### src/rtl/pipe_buf_pkg.sv
// Shared constants and pointer type for the pipe_buf_stage elastic buffer.
package pipe_buf_pkg;

    localparam int PIPE_BUF_DEF_WIDTH = 32;
    localparam int PIPE_BUF_DEF_DEPTH = 2;
    localparam int PIPE_BUF_DEF_CNT_W = 16;
    localparam int PIPE_BUF_MAX_DEPTH = 8;

    typedef logic [$clog2(PIPE_BUF_MAX_DEPTH)-1:0] pipe_buf_ptr_t;

    // Explicit compare-and-clear so non-power-of-two depths wrap correctly.
    function automatic pipe_buf_ptr_t pipe_buf_ptr_inc(input pipe_buf_ptr_t p, input int unsigned depth);
        if (32'(p) == depth - 1) begin
            return '0;
        end
        return p + pipe_buf_ptr_t'(1);
    endfunction

endpackage

### src/rtl/pipe_buf_sat_cnt.sv
// Saturating up-counter used for the optional pipe_buf_stage performance counters.
module pipe_buf_sat_cnt #(
    parameter int CNT_W = 16
) (
    input  logic             clk,
    input  logic             rst_n,
    input  logic             en_i,
    output logic [CNT_W-1:0] cnt_o
);

    logic [CNT_W-1:0] cnt_q, cnt_d;

    always_comb begin
        cnt_d = cnt_q;
        if (en_i && (cnt_q != '1)) begin
            cnt_d = cnt_q + CNT_W'(1);
        end
    end

    always_ff @(posedge clk or negedge rst_n) begin
        if (!rst_n) begin
            cnt_q <= '0;
        end else begin
            cnt_q <= cnt_d;
        end
    end

    assign cnt_o = cnt_q;

endmodule

### src/rtl/pipe_buf_stage.sv
// Registered circular-buffer pipeline stage with valid/ready on both sides.
// Define PIPE_BUF_PERF_EN to add the stall_cnt/bubble_cnt performance counters.
module pipe_buf_stage
    import pipe_buf_pkg::*;
#(
    parameter int WIDTH = PIPE_BUF_DEF_WIDTH,
    parameter int DEPTH = PIPE_BUF_DEF_DEPTH,
    parameter int CNT_W = PIPE_BUF_DEF_CNT_W
) (
    input  logic                       clk,
    input  logic                       rst_n,
    input  logic                       flush,
    input  logic                       in_valid,
    output logic                       in_ready,
    input  logic [WIDTH-1:0]           in_data,
    output logic                       out_valid,
    input  logic                       out_ready,
    output logic [WIDTH-1:0]           out_data,
    output logic [$clog2(DEPTH+1)-1:0] occupancy
`ifdef PIPE_BUF_PERF_EN
    ,
    output logic [CNT_W-1:0]           stall_cnt,
    output logic [CNT_W-1:0]           bubble_cnt
`endif
);

    localparam int OCC_W = $clog2(DEPTH + 1);
    localparam int PTR_W = (DEPTH > 1) ? $clog2(DEPTH) : 1;

    if (WIDTH < 1 || WIDTH > 512 || DEPTH < 1 || DEPTH > PIPE_BUF_MAX_DEPTH || CNT_W < 1) begin : g_param_err
        $error("pipe_buf_stage: parameter out of range");
    end

    pipe_buf_ptr_t    head_q, head_d;
    pipe_buf_ptr_t    tail_q, tail_d;
    logic [OCC_W-1:0] occ_q, occ_d;
    logic [WIDTH-1:0] mem_q [DEPTH];
    logic             push, pop;

    // Handshake flags come from registered occupancy only, so in_ready never sees out_ready.
    always_comb begin
        in_ready  = (occ_q != OCC_W'(DEPTH));
        out_valid = (occ_q != '0);
        push      = in_valid && in_ready && !flush;
        pop       = out_valid && out_ready && !flush;
        head_d    = head_q;
        tail_d    = tail_q;
        occ_d     = occ_q;
        if (flush) begin
            head_d = '0;
            tail_d = '0;
            occ_d  = '0;
        end else begin
            if (push) begin
                tail_d = pipe_buf_ptr_inc(tail_q, DEPTH);
            end
            if (pop) begin
                head_d = pipe_buf_ptr_inc(head_q, DEPTH);
            end
            if (push && !pop) begin
                occ_d = occ_q + OCC_W'(1);
            end else if (pop && !push) begin
                occ_d = occ_q - OCC_W'(1);
            end
        end
    end

    always_ff @(posedge clk or negedge rst_n) begin
        if (!rst_n) begin
            head_q <= '0;
            tail_q <= '0;
            occ_q  <= '0;
            for (int i = 0; i < DEPTH; i++) begin
                mem_q[i] <= '0;
            end
        end else begin
            head_q <= head_d;
            tail_q <= tail_d;
            occ_q  <= occ_d;
            if (push) begin
                mem_q[tail_q[PTR_W-1:0]] <= in_data;
            end
        end
    end

    assign out_data  = mem_q[head_q[PTR_W-1:0]];
    assign occupancy = occ_q;

`ifdef PIPE_BUF_PERF_EN
    // Counters observe raw handshake conditions and deliberately ignore flush.
    pipe_buf_sat_cnt #(.CNT_W(CNT_W)) u_stall_cnt (
        .clk   (clk),
        .rst_n (rst_n),
        .en_i  (in_valid && !in_ready),
        .cnt_o (stall_cnt)
    );

    pipe_buf_sat_cnt #(.CNT_W(CNT_W)) u_bubble_cnt (
        .clk   (clk),
        .rst_n (rst_n),
        .en_i  (out_ready && !out_valid),
        .cnt_o (bubble_cnt)
    );
`endif

endmodule

### config.mk
export PLATFORM = sky130hd
export DESIGN_NAME = pipe_buf_stage
export DESIGN_NICKNAME = d
export VERILOG_FILES = /design/src/rtl/pipe_buf_pkg.sv /design/src/rtl/pipe_buf_sat_cnt.sv /design/src/rtl/pipe_buf_stage.sv
export SDC_FILE = /design/constraint.sdc
export NUM_CORES = 1
export LEC_CHECK = 0
export CORE_MARGIN = 3
export CORE_UTILIZATION = 50
export CTS_CLUSTER_SIZE = 30
export DETAILED_ROUTE_END_ITERATION = 8
export PLACE_DENSITY_LB_ADDON = 0.2
export SETUP_SLACK_MARGIN = 0.02
export SYNTH_ARGS = -nofsm -noshare
export SYNTH_HDL_FRONTEND = slang
export SYNTH_SLANG_ARGS = --single-unit
### constraint.sdc
create_clock -name clk -period 1.7 [get_ports clk]
set_input_delay 0.255 -clock clk [delete_from_list [all_inputs] [get_ports clk]]
set_output_delay 0.255 -clock clk [all_outputs]
set_load 0.03 [all_outputs]
# Word level (Yosys, flattened, before mapping)
# Index checks and enable logic that the tools add are counted.
word_totals:
  output_inout_bits: 36
  wordCells: 54
  in_bits: 37
  register_bits: 72
classes:
  eq_ne: 3
  n_lt_le_gt_ge: 3
  add_sub_neg: 4
  bitwise: 2
  reduce_logical: 14
  muxes: 23
op_table:
  columns: ["operator", "n"]
  rows:
  - ["two-way mux 32 bit", 4]
  - ["bitwise mux 64 bit", 1]
  - ["demux 32 bit (select 1 bit)", 1]
  - ["two-way mux 3 bit", 8]
  - ["logical AND 1 bit", 7]
  - ["adder 3 x 1 -> 3 bit (second input constant)", 2]
  - ["== test 3 x 1 -> 1 bit (second input constant)", 2]
  - ["two-way mux 1 bit", 6]
  - ["two-way mux 2 bit", 3]
  - ["nonzero test 2 bit", 3]
  - [">= comparator 2 bit (second input constant)", 2]
  - ["inverter 1 -> 2 bit", 2]
  - ["logical NOT 1 bit", 3]
  - ["nonzero test 3 bit", 1]
  - ["adder 2 x 1 -> 2 bit (second input constant)", 1]
  - ["less-than comparator 2 x 1 -> 1 bit (second input constant)", 1]
  - ["inequality test 2 bit (second input constant)", 1]
  - ["subtractor 2 x 1 -> 2 bit (second input constant)", 1]

# Logic depth before layout (Yosys ltp)
# Gate-level depths: netlist (run 1).
logic_depth:
  ltp_word: 8
  ltp_mapped: 6
  ltp_nobuf: 4

# Least setup slack after synthesis (run 1)
# No wires, ideal clock.
synth_timing:
  path_type: "reg2reg"
  from: "reg occ_q[1] (netlist: occupancy[1])"
  to: "reg mem_q[0] in the netlist's numbering"
  n_path_buf: 2
  t_required_ps: 1575
  setup_slack_ps: -55
  path_stages_with_launch: 7
  arrival_time_ps: 1630
  synth_period_minus_slack_ps: 1755
  setup_ps: 125
  cell_sequence: "dfrtp_1 buf_2 nor2b_4 inv_2 nand4b_4 buf_6 mux2_4"
synth_via:
  elab_chain_cells: 3
synth_rtl:
  columns: ["element", "line", "rtl"]
  rows:
  - ["start, declared", "pipe_buf_stage.sv:36", "logic [OCC_W-1:0] occ_q, occ_d;"]
  - ["start signal, assigned", "pipe_buf_stage.sv:72", "occ_q <= '0;"]
  - ["start signal, assigned", "pipe_buf_stage.sv:79", "occ_q <= occ_d;"]
  - ["inequality test 2 bit", "pipe_buf_stage.sv:42", "in_ready = (occ_q != OCC_W'(DEPTH));"]
  - ["via in_ready", "pipe_buf_stage.sv:14", "output logic in_ready,"]
  - ["logical AND 1 bit (2 in a row)", "pipe_buf_stage.sv:44", "push = in_valid && in_ready && !flush;"]
  - ["end signal, assigned by index", "pipe_buf_stage.sv:81", "mem_q[tail_q[PTR_W-1:0]] <= in_data;"]
  - ["end, declared", "pipe_buf_stage.sv:37", "logic [WIDTH-1:0] mem_q [DEPTH];"]
# The timed path passes the listed nets, and every way through them passes these cells.
# A chain may end at the register's enable or synchronous reset.

# Final worst setup path (run 1)
layout_timing:
  from: "reg head_q[0]"
  to: "out out_data[11]"
layout_via:
  elab_chain_cells: 4
layout_rtl:
  columns: ["element", "line", "rtl"]
  rows:
  - ["start, declared", "pipe_buf_stage.sv:34", "pipe_buf_ptr_t head_q, head_d;"]
  - ["start signal, assigned", "pipe_buf_stage.sv:70", "head_q <= '0;"]
  - ["start signal, assigned", "pipe_buf_stage.sv:77", "head_q <= head_d;"]
  - ["inverter 1 -> 2 bit (implied by the code)", "pipe_buf_stage.sv:86", "assign out_data = mem_q[head_q[PTR_W-1:0]];"]
  - ["two-way mux 32 bit (implied by the code) (3 in a row)", "pipe_buf_stage.sv:86", null]
  - ["end, declared", "pipe_buf_stage.sv:18", "output logic [WIDTH-1:0] out_data,"]
# No other way between the ends. The select of a mux whose other input is x is not followed.

==> impl_metrics.tcl, run 1 <==
set metrics [dict create \
    clkPwrFrac_pct 22.6 \
    synth_most_common_cell "dfrtp_1" \
    synth_area_per_cell_um2 16.5 \
    port_buffers 72 \
    wirelength_mm 6.74 \
    hp-class "in -> async" \
    track_usage_pct 19.3 \
    die_h_um 87.1 \
    cp-start-kind "register" \
    syn_area_um2 3290 \
    crit_fanout 8 \
    combPwrFrac_pct 37.4 \
    vias 1908 \
    start_util_pct 53.6 \
    yosys_warnings 0 \
    grt_overflow 0 \
    htree_levels 3 \
    netlist-cell-type-count 21 \
    synth_async_sr_flop_share_pct 100 \
    ys_seq_area_share_pct 51.8 \
    fin_nets 328 \
    post-route-period-util_pct 104 \
    crit_path_frequent_cell "buf_6" \
    syn_nets 236 \
    synth-edff-count 0 \
    grt_pass1_wl_mm 11.1 \
    fin_ws_ns -0.0624 \
    fp-row-count 28 \
    worst_pin_slew_ns 0.358 \
    power.leakage_nw 2.15 \
    criticalPathCategory "reg -> out" \
    cts-root-buf "clkbuf_8" \
    post-place-ws_ns -0.198 \
    vias_per_cell 5.14 \
    min_period_ns 1.76 \
    area_growth_pct 38.2 \
    path_clk_slew_ns 0.07 \
    clock_skew_ns 0.00535 \
    ys_seq_elements 68 \
    p_switching_mw 1.68 \
    io_pins 73 \
    synth_top_area_share_pct 51.8 \
    cpMaxStageDelayCell "dfrtp_2" \
    synthCells 199 \
    cp_cell_sequence "buf_6, buf_6, mux2_4, buf_6" \
    clkSinkCount 68 \
    p_int_mw 3.92 \
    cts_buffers 9 \
    hold_viol_final 0 \
    worstPathArrival_ns 1.51 \
    drv_slew 0 \
    n_antenna_cell 0 \
    timing.fmax_mhz 567 \
    peakVddDrop_v 0.000864 \
    maxCapViolations 0 \
    ant_nets 0 \
    wl_met2_mm 3.18 \
    wl_met1_mm 3.11 \
    cp_data_required_time_ns 1.44 \
    slew_headroom_pct 76.2 \
    clock_latency_ns 0.34 \
    gp_congestion 0.692 \
    power_density_nw_per_um2 1230 \
    wl_met3_um 406 \
    design.die.area_um2 7580 \
    synth_flop_cell "dfrtp_1" \
    antenna_found_initial 0 \
    ys_top_cells_by_count "dfrtp_1, mux2_4, mux2_2" \
    cts_max_path_buffers 2 \
    grt_max_degree 69 \
    dr.pass1.iters 4 \
    drc 0 \
    max_stage_delay_ns 0.45 \
    power_frac_seq_pct 40.0 \
    top_layer "met4" \
    grt_pass1_vias 2198 \
    die_w_um 87.1 \
    drt-initial-drc-count 75 \
    violations "setup timing" \
    finalSetupViolations 13 \
    netlist_top_cells_area "dfrtp_1, mux2_4, mux2_2, buf_6, nand4b_4" \
    drive_gt1_share_pct 60.1 \
    core_um2 6130 \
    power_mw 5.60 \
    cp-end-kind "output pin" \
    rsz0062_at_grt "true" \
    yosysTopAreaCell "dfrtp_1" \
    outcome "complete, but fails checks" \
    post_drt_wl_per_cell_um 18.2 \
    cts_tree "yes" \
    dpl.hpwl_mm 4.44 \
    swShare_pct 30.0 \
]
[per-stage QoR]
step / setup TNS [ns] / cells / hold slack (ns) / util [%] / area (um2)
2_1_floorplan: 0 / 199 / -0.0406 / - / 3290
6_report: -0.562 / 371 / 0.458 / 74.1 / 4540
3_3_place_gp: -7.68 / 349 / 0.299 / 68.1 / 4180
5_1_grt: -2.12 / 371 / 0.471 / 74.1 / 4540
3_5_place_dp: -8.45 / 349 / 0.303 / 68.1 / 4180
4_1_cts: -1.47 / 371 / 0.478 / 73.2 / 4490
[critical path: cells and delay by family (launching register included)]
family	cells	cell delay, ns
multiplexers	1	0.30
flip-flops	1	0.45
buffers and inverters	3	0.41
[power groups by stage]
stage,Clock [mW],Combinational (mW),Sequential (mW)
final,1.27,2.10,2.24
after detailed placement,0,1.93,2.24
after global placement,0,1.90,2.23
after global routing,1.39,2.21,2.29
after floorplan,0,1.32,2.18
after CTS,1.30,2.05,2.23
[kinds of logic (layout without fill, tap and decap cells)]
group | count (synthesis) | in the layout | share of synthesized area [%]
xor+xnor | 1 | 1 | 0.267
compound gates | 8 | 8 | 1.37
flops | 68 | 68 | 51.8
buf+inv | 16 | 113 | 3.58
mux | 97 | 97 | 40.0
simple gates | 9 | 9 | 2.97
[layout make-up]
class	count	area [um2]
multi-input combinational	115	1530
sequential	68	1710
inverter	2	7.51
clock buffer	11	131
clock inverter	5	52.6
tap	75	93.8
fill	395	1590
timing repair buffer	95	1020
[cells in the final DEF, fill, tap and decap left out, types with 3 or more instances in the layout]
master and instances:
mux2_4 77, dfrtp_1 65, clkdlybuf4s50_1 35, buf_6 34, mux2_2 19, buf_4 11
clkbuf_8 9, buf_12 6, a21oi_1 4, clkinv_2 3, dfrtp_2 3, buf_2 3
[worst paths after layout]
path	endpoint	slack [ns]	cells after the start	startpoint
min in group clk	mem_q[12]	0.51	1	mem_q[12]
hold reg to reg	mem_q[12]	0.51	1	mem_q[12]
max in group asynchronous	occupancy[0]	0.92	3	rst_n
setup / recovery	out_data[11]	-0.06	4	head_q[0]
hold / removal	mem_q[8]	0.46	3	rst_n
setup reg to reg	mem_q[11]	0.16	5	occupancy[0]
[repair_timing]
| action | in CTS | in global routing |
|---|---|---|
| resized for setup | 234 | 18 |
| endpoints found under the hold margin | 68 | 0 |
| setup endpoints to repair | 36 | 33 |
| hold buffers | 1 | 0 |
| cloned | 1 | 1 |
| buffers inserted | 4 | 1 |
[metal layers]
layer  global-route usage, %  vias up
li1                        -      887
met1                    26.9      959
met2                    29.5       58
met3                    6.62        4
met4                    4.25        0
met5                       0        -
[flip-flops by register name, summed over array words and instances (netlist names)]
name and cells:
head_q 1, occupancy 2, mem_q 64, tail_q 1
Note: power is estimated with default switching activity, not from simulation.
==> run 2: changes to the inputs <==
- SYNTH_HIERARCHICAL: unset -> 1
==> results of run 2 <==
No change in the layout: final DEF, timing and power equal those of run 1.
Main changes from that run: Yosys warning count 0 -> 6
==> run 3: changes to the inputs <==
- TNS_END_PERCENT: unset -> 100
==> results of run 3 <==
No change in the layout: final DEF, timing and power equal those of run 1.
Main changes from that run: Yosys warning count 0 -> 6
==> RTL change: new RTL, config.mk and constraints of run 3 <==
`PIPE_BUF_DEF_DEPTH`: 2 -> 4.
--- a/src/rtl/pipe_buf_pkg.sv
+++ b/src/rtl/pipe_buf_pkg.sv
@@ -2,7 +2,7 @@
 package pipe_buf_pkg;
 
     localparam int PIPE_BUF_DEF_WIDTH = 32;
-    localparam int PIPE_BUF_DEF_DEPTH = 2;
+    localparam int PIPE_BUF_DEF_DEPTH = 4;
     localparam int PIPE_BUF_DEF_CNT_W = 16;
     localparam int PIPE_BUF_MAX_DEPTH = 8;
 
Interface: changed (resized occupancy); port bits go from 73 to 74. No check against the original RTL was run, so the function may have changed too.
==> RTL change against run 3 <==
The flow still finishes with violations (setup timing). Sequential cell count increased by 69. Clock skew increased by 0.00088 ns. Critical path type unchanged. Total power increased to 3.1 times the old value. Final cell count increased by 88%. Register-to-register slack got worse by 0.46 ns. Sequential share of layout area increased by 0.21 points. Count of clock-buffer cells in the layout increased by 6. Setup slack got worse by 0.34 ns. Final area increased by 100%. Area after synthesis increased by 110%. Non-clock buffer count increased by 40. Utilization decreased by 5.7 points. Routed wire length increased by 120%.
==> RTL change: results (changes against run 3) <==
timing:
  clock_skew_ns: 0.00624  # +0.000882 ns
  slew_headroom_pct: 76.9  # +0.71 points
  setup_tns_ns: -13.90  # -13.34 ns
  setup_slack_ns: -0.401  # -0.339 ns
  setup_viol: 142  # +129
logic_synthesis:
  syn_nets: 420  # +78%
  synth_cell_type_count: 34  # +62%
  synth_seq_area_share_pct: 50.3  # -1.5 points
  synthTopCellsByCount: "137 x dfrtp_1, 120 x mux2_4, 32 x mux4_2"
worst_setup_path:
  critPathMaxFanout: 7  # -1
  cp.arrival_ns: 1.85  # +0.34 ns
status:
  status: "finished, violations left"
  violations: "setup timing"
clocking:
  h-tree-depth: 4  # +1
  cts-buffers-inserted: 17  # +8
drt:
  wl_met3_um: 628  # +55%
  wl_met1_mm: 6.73  # +120%
  drt_iter0_markers: 217  # +190%
  routed_wl_mm: 14.9  # +120%
final_layout:
  layout-drive-gt1-share_pct: 60.8  # +0.63 points
  largest_register_ff_count: 128  # +100%
  final_nets: 550  # +68%
pwr:
  irDropWorstVdd_uv: 1240  # +43%
  netSwitchingPower_mw: 5.62  # +230%
place:
  gp_congestion: 0.814  # +18%
  dp_hpwl_mm: 8.84  # +99%
global_routing:
  grt_usage_pct: 21.4  # +2.1 points
  grt_pass1_vias: 4216  # +92%
RTL change: cell count changes after synthesis, sizes merged, moves of 3 or more:
cell | before | now
inv | 2 | 9
nor2 | 1 | 7
clkbuf | 3 | 6
mux2 | 96 | 129
buf | 11 | 18
dfrtp | 68 | 137
nand3 | 0 | 6
ha | 0 | 5
mux4 | 0 | 32
a311oi | 0 | 3
RTL change: worst paths after layout:
path	cells past startpoint	start	end	slack (ns)
setup reg to reg	8	occupancy[1]$_DFFE_PN0P_	occupancy[2]$_DFFE_PN0P_	-0.30
hold / removal	2	rst_n	mem_q[124]$_DFFE_PN0P_	0.30
max in group asynchronous	3	rst_n	occupancy[0]$_DFFE_PN0P_	0.79
setup / recovery	5	head_q[0]$_DFFE_PN0P_	out_data[31]	-0.40
hold reg to reg	2	tail_q[2]$_DFFE_PN0P_	tail_q[2]$_DFFE_PN0P_	0.50
min in group clk	2	tail_q[2]$_DFFE_PN0P_	tail_q[2]$_DFFE_PN0P_	0.50
RTL change: metal layers:
layer | track usage (%) | up-vias
li1 | - | 1664
met1 | 30.5 | 2034
met2 | 33.1 | 99
met3 | 4.61 | 10
met4 | 6.79 | 0
met5 | 0 | -
RTL change: power groups by stage:
stage | Clock, mW | Combinational (mW) | Sequential (mW)
global placement | 0 | 7.10 | 5.44
finish | 3.73 | 8.31 | 5.49
global route | 3.97 | 8.75 | 5.66
floorplan | 0 | 5.15 | 5.29
detailed placement | 0 | 7.22 | 5.52
CTS | 3.80 | 8.28 | 5.47
RTL change: cell type report:
cell class                      instances  area [um2]
Tap cell                              176         220
Inverter                                9        38.8
Clock buffer                           17         425
Multi-Input combinational cell        207        3120
Sequential cell                       137        3430
Clock inverter                         15         176
Fill cell                             889        4200
Timing Repair Buffer                  135        1680
RTL change: critical path: stages, from the launching register on:
cell and delay (ns):
dfrtp_2 0.39, buf_12 0.12, buf_12 0.11, buf_12 0.13
mux4_2 0.52, buf_6 0.16
RTL change: logic make-up after synthesis:
family / Yosys count / synth area share [%]
adders and majority gates: 6 / 1.21
buffers and inverters: 33 / 5.12
and+or+nand+nor: 20 / 2.55
DFF: 137 / 50.3
AOI/OAI and AO/OA: 17 / 1.94
muxes: 164 / 38.9
RTL change: per-stage QoR:
step	util (%)	instance area (um2)	cells	power, mW
after floorplan	-	6840	377	10.4
after global placement	59.3	7880	638	12.5
after CTS	67.8	9010	691	17.5
after global routing	68.4	9100	696	18.4
after detailed placement	59.3	7880	638	12.7
final	68.4	9100	696	17.5
RTL change: what timing repair did:
action,CTS,global route
hold endpoints to repair,32,0
pin swaps,7,1
setup endpoints to repair,165,152
cloned,5,3
setup buffers,16,5
hold buffers,1,0
resized for setup,193,20
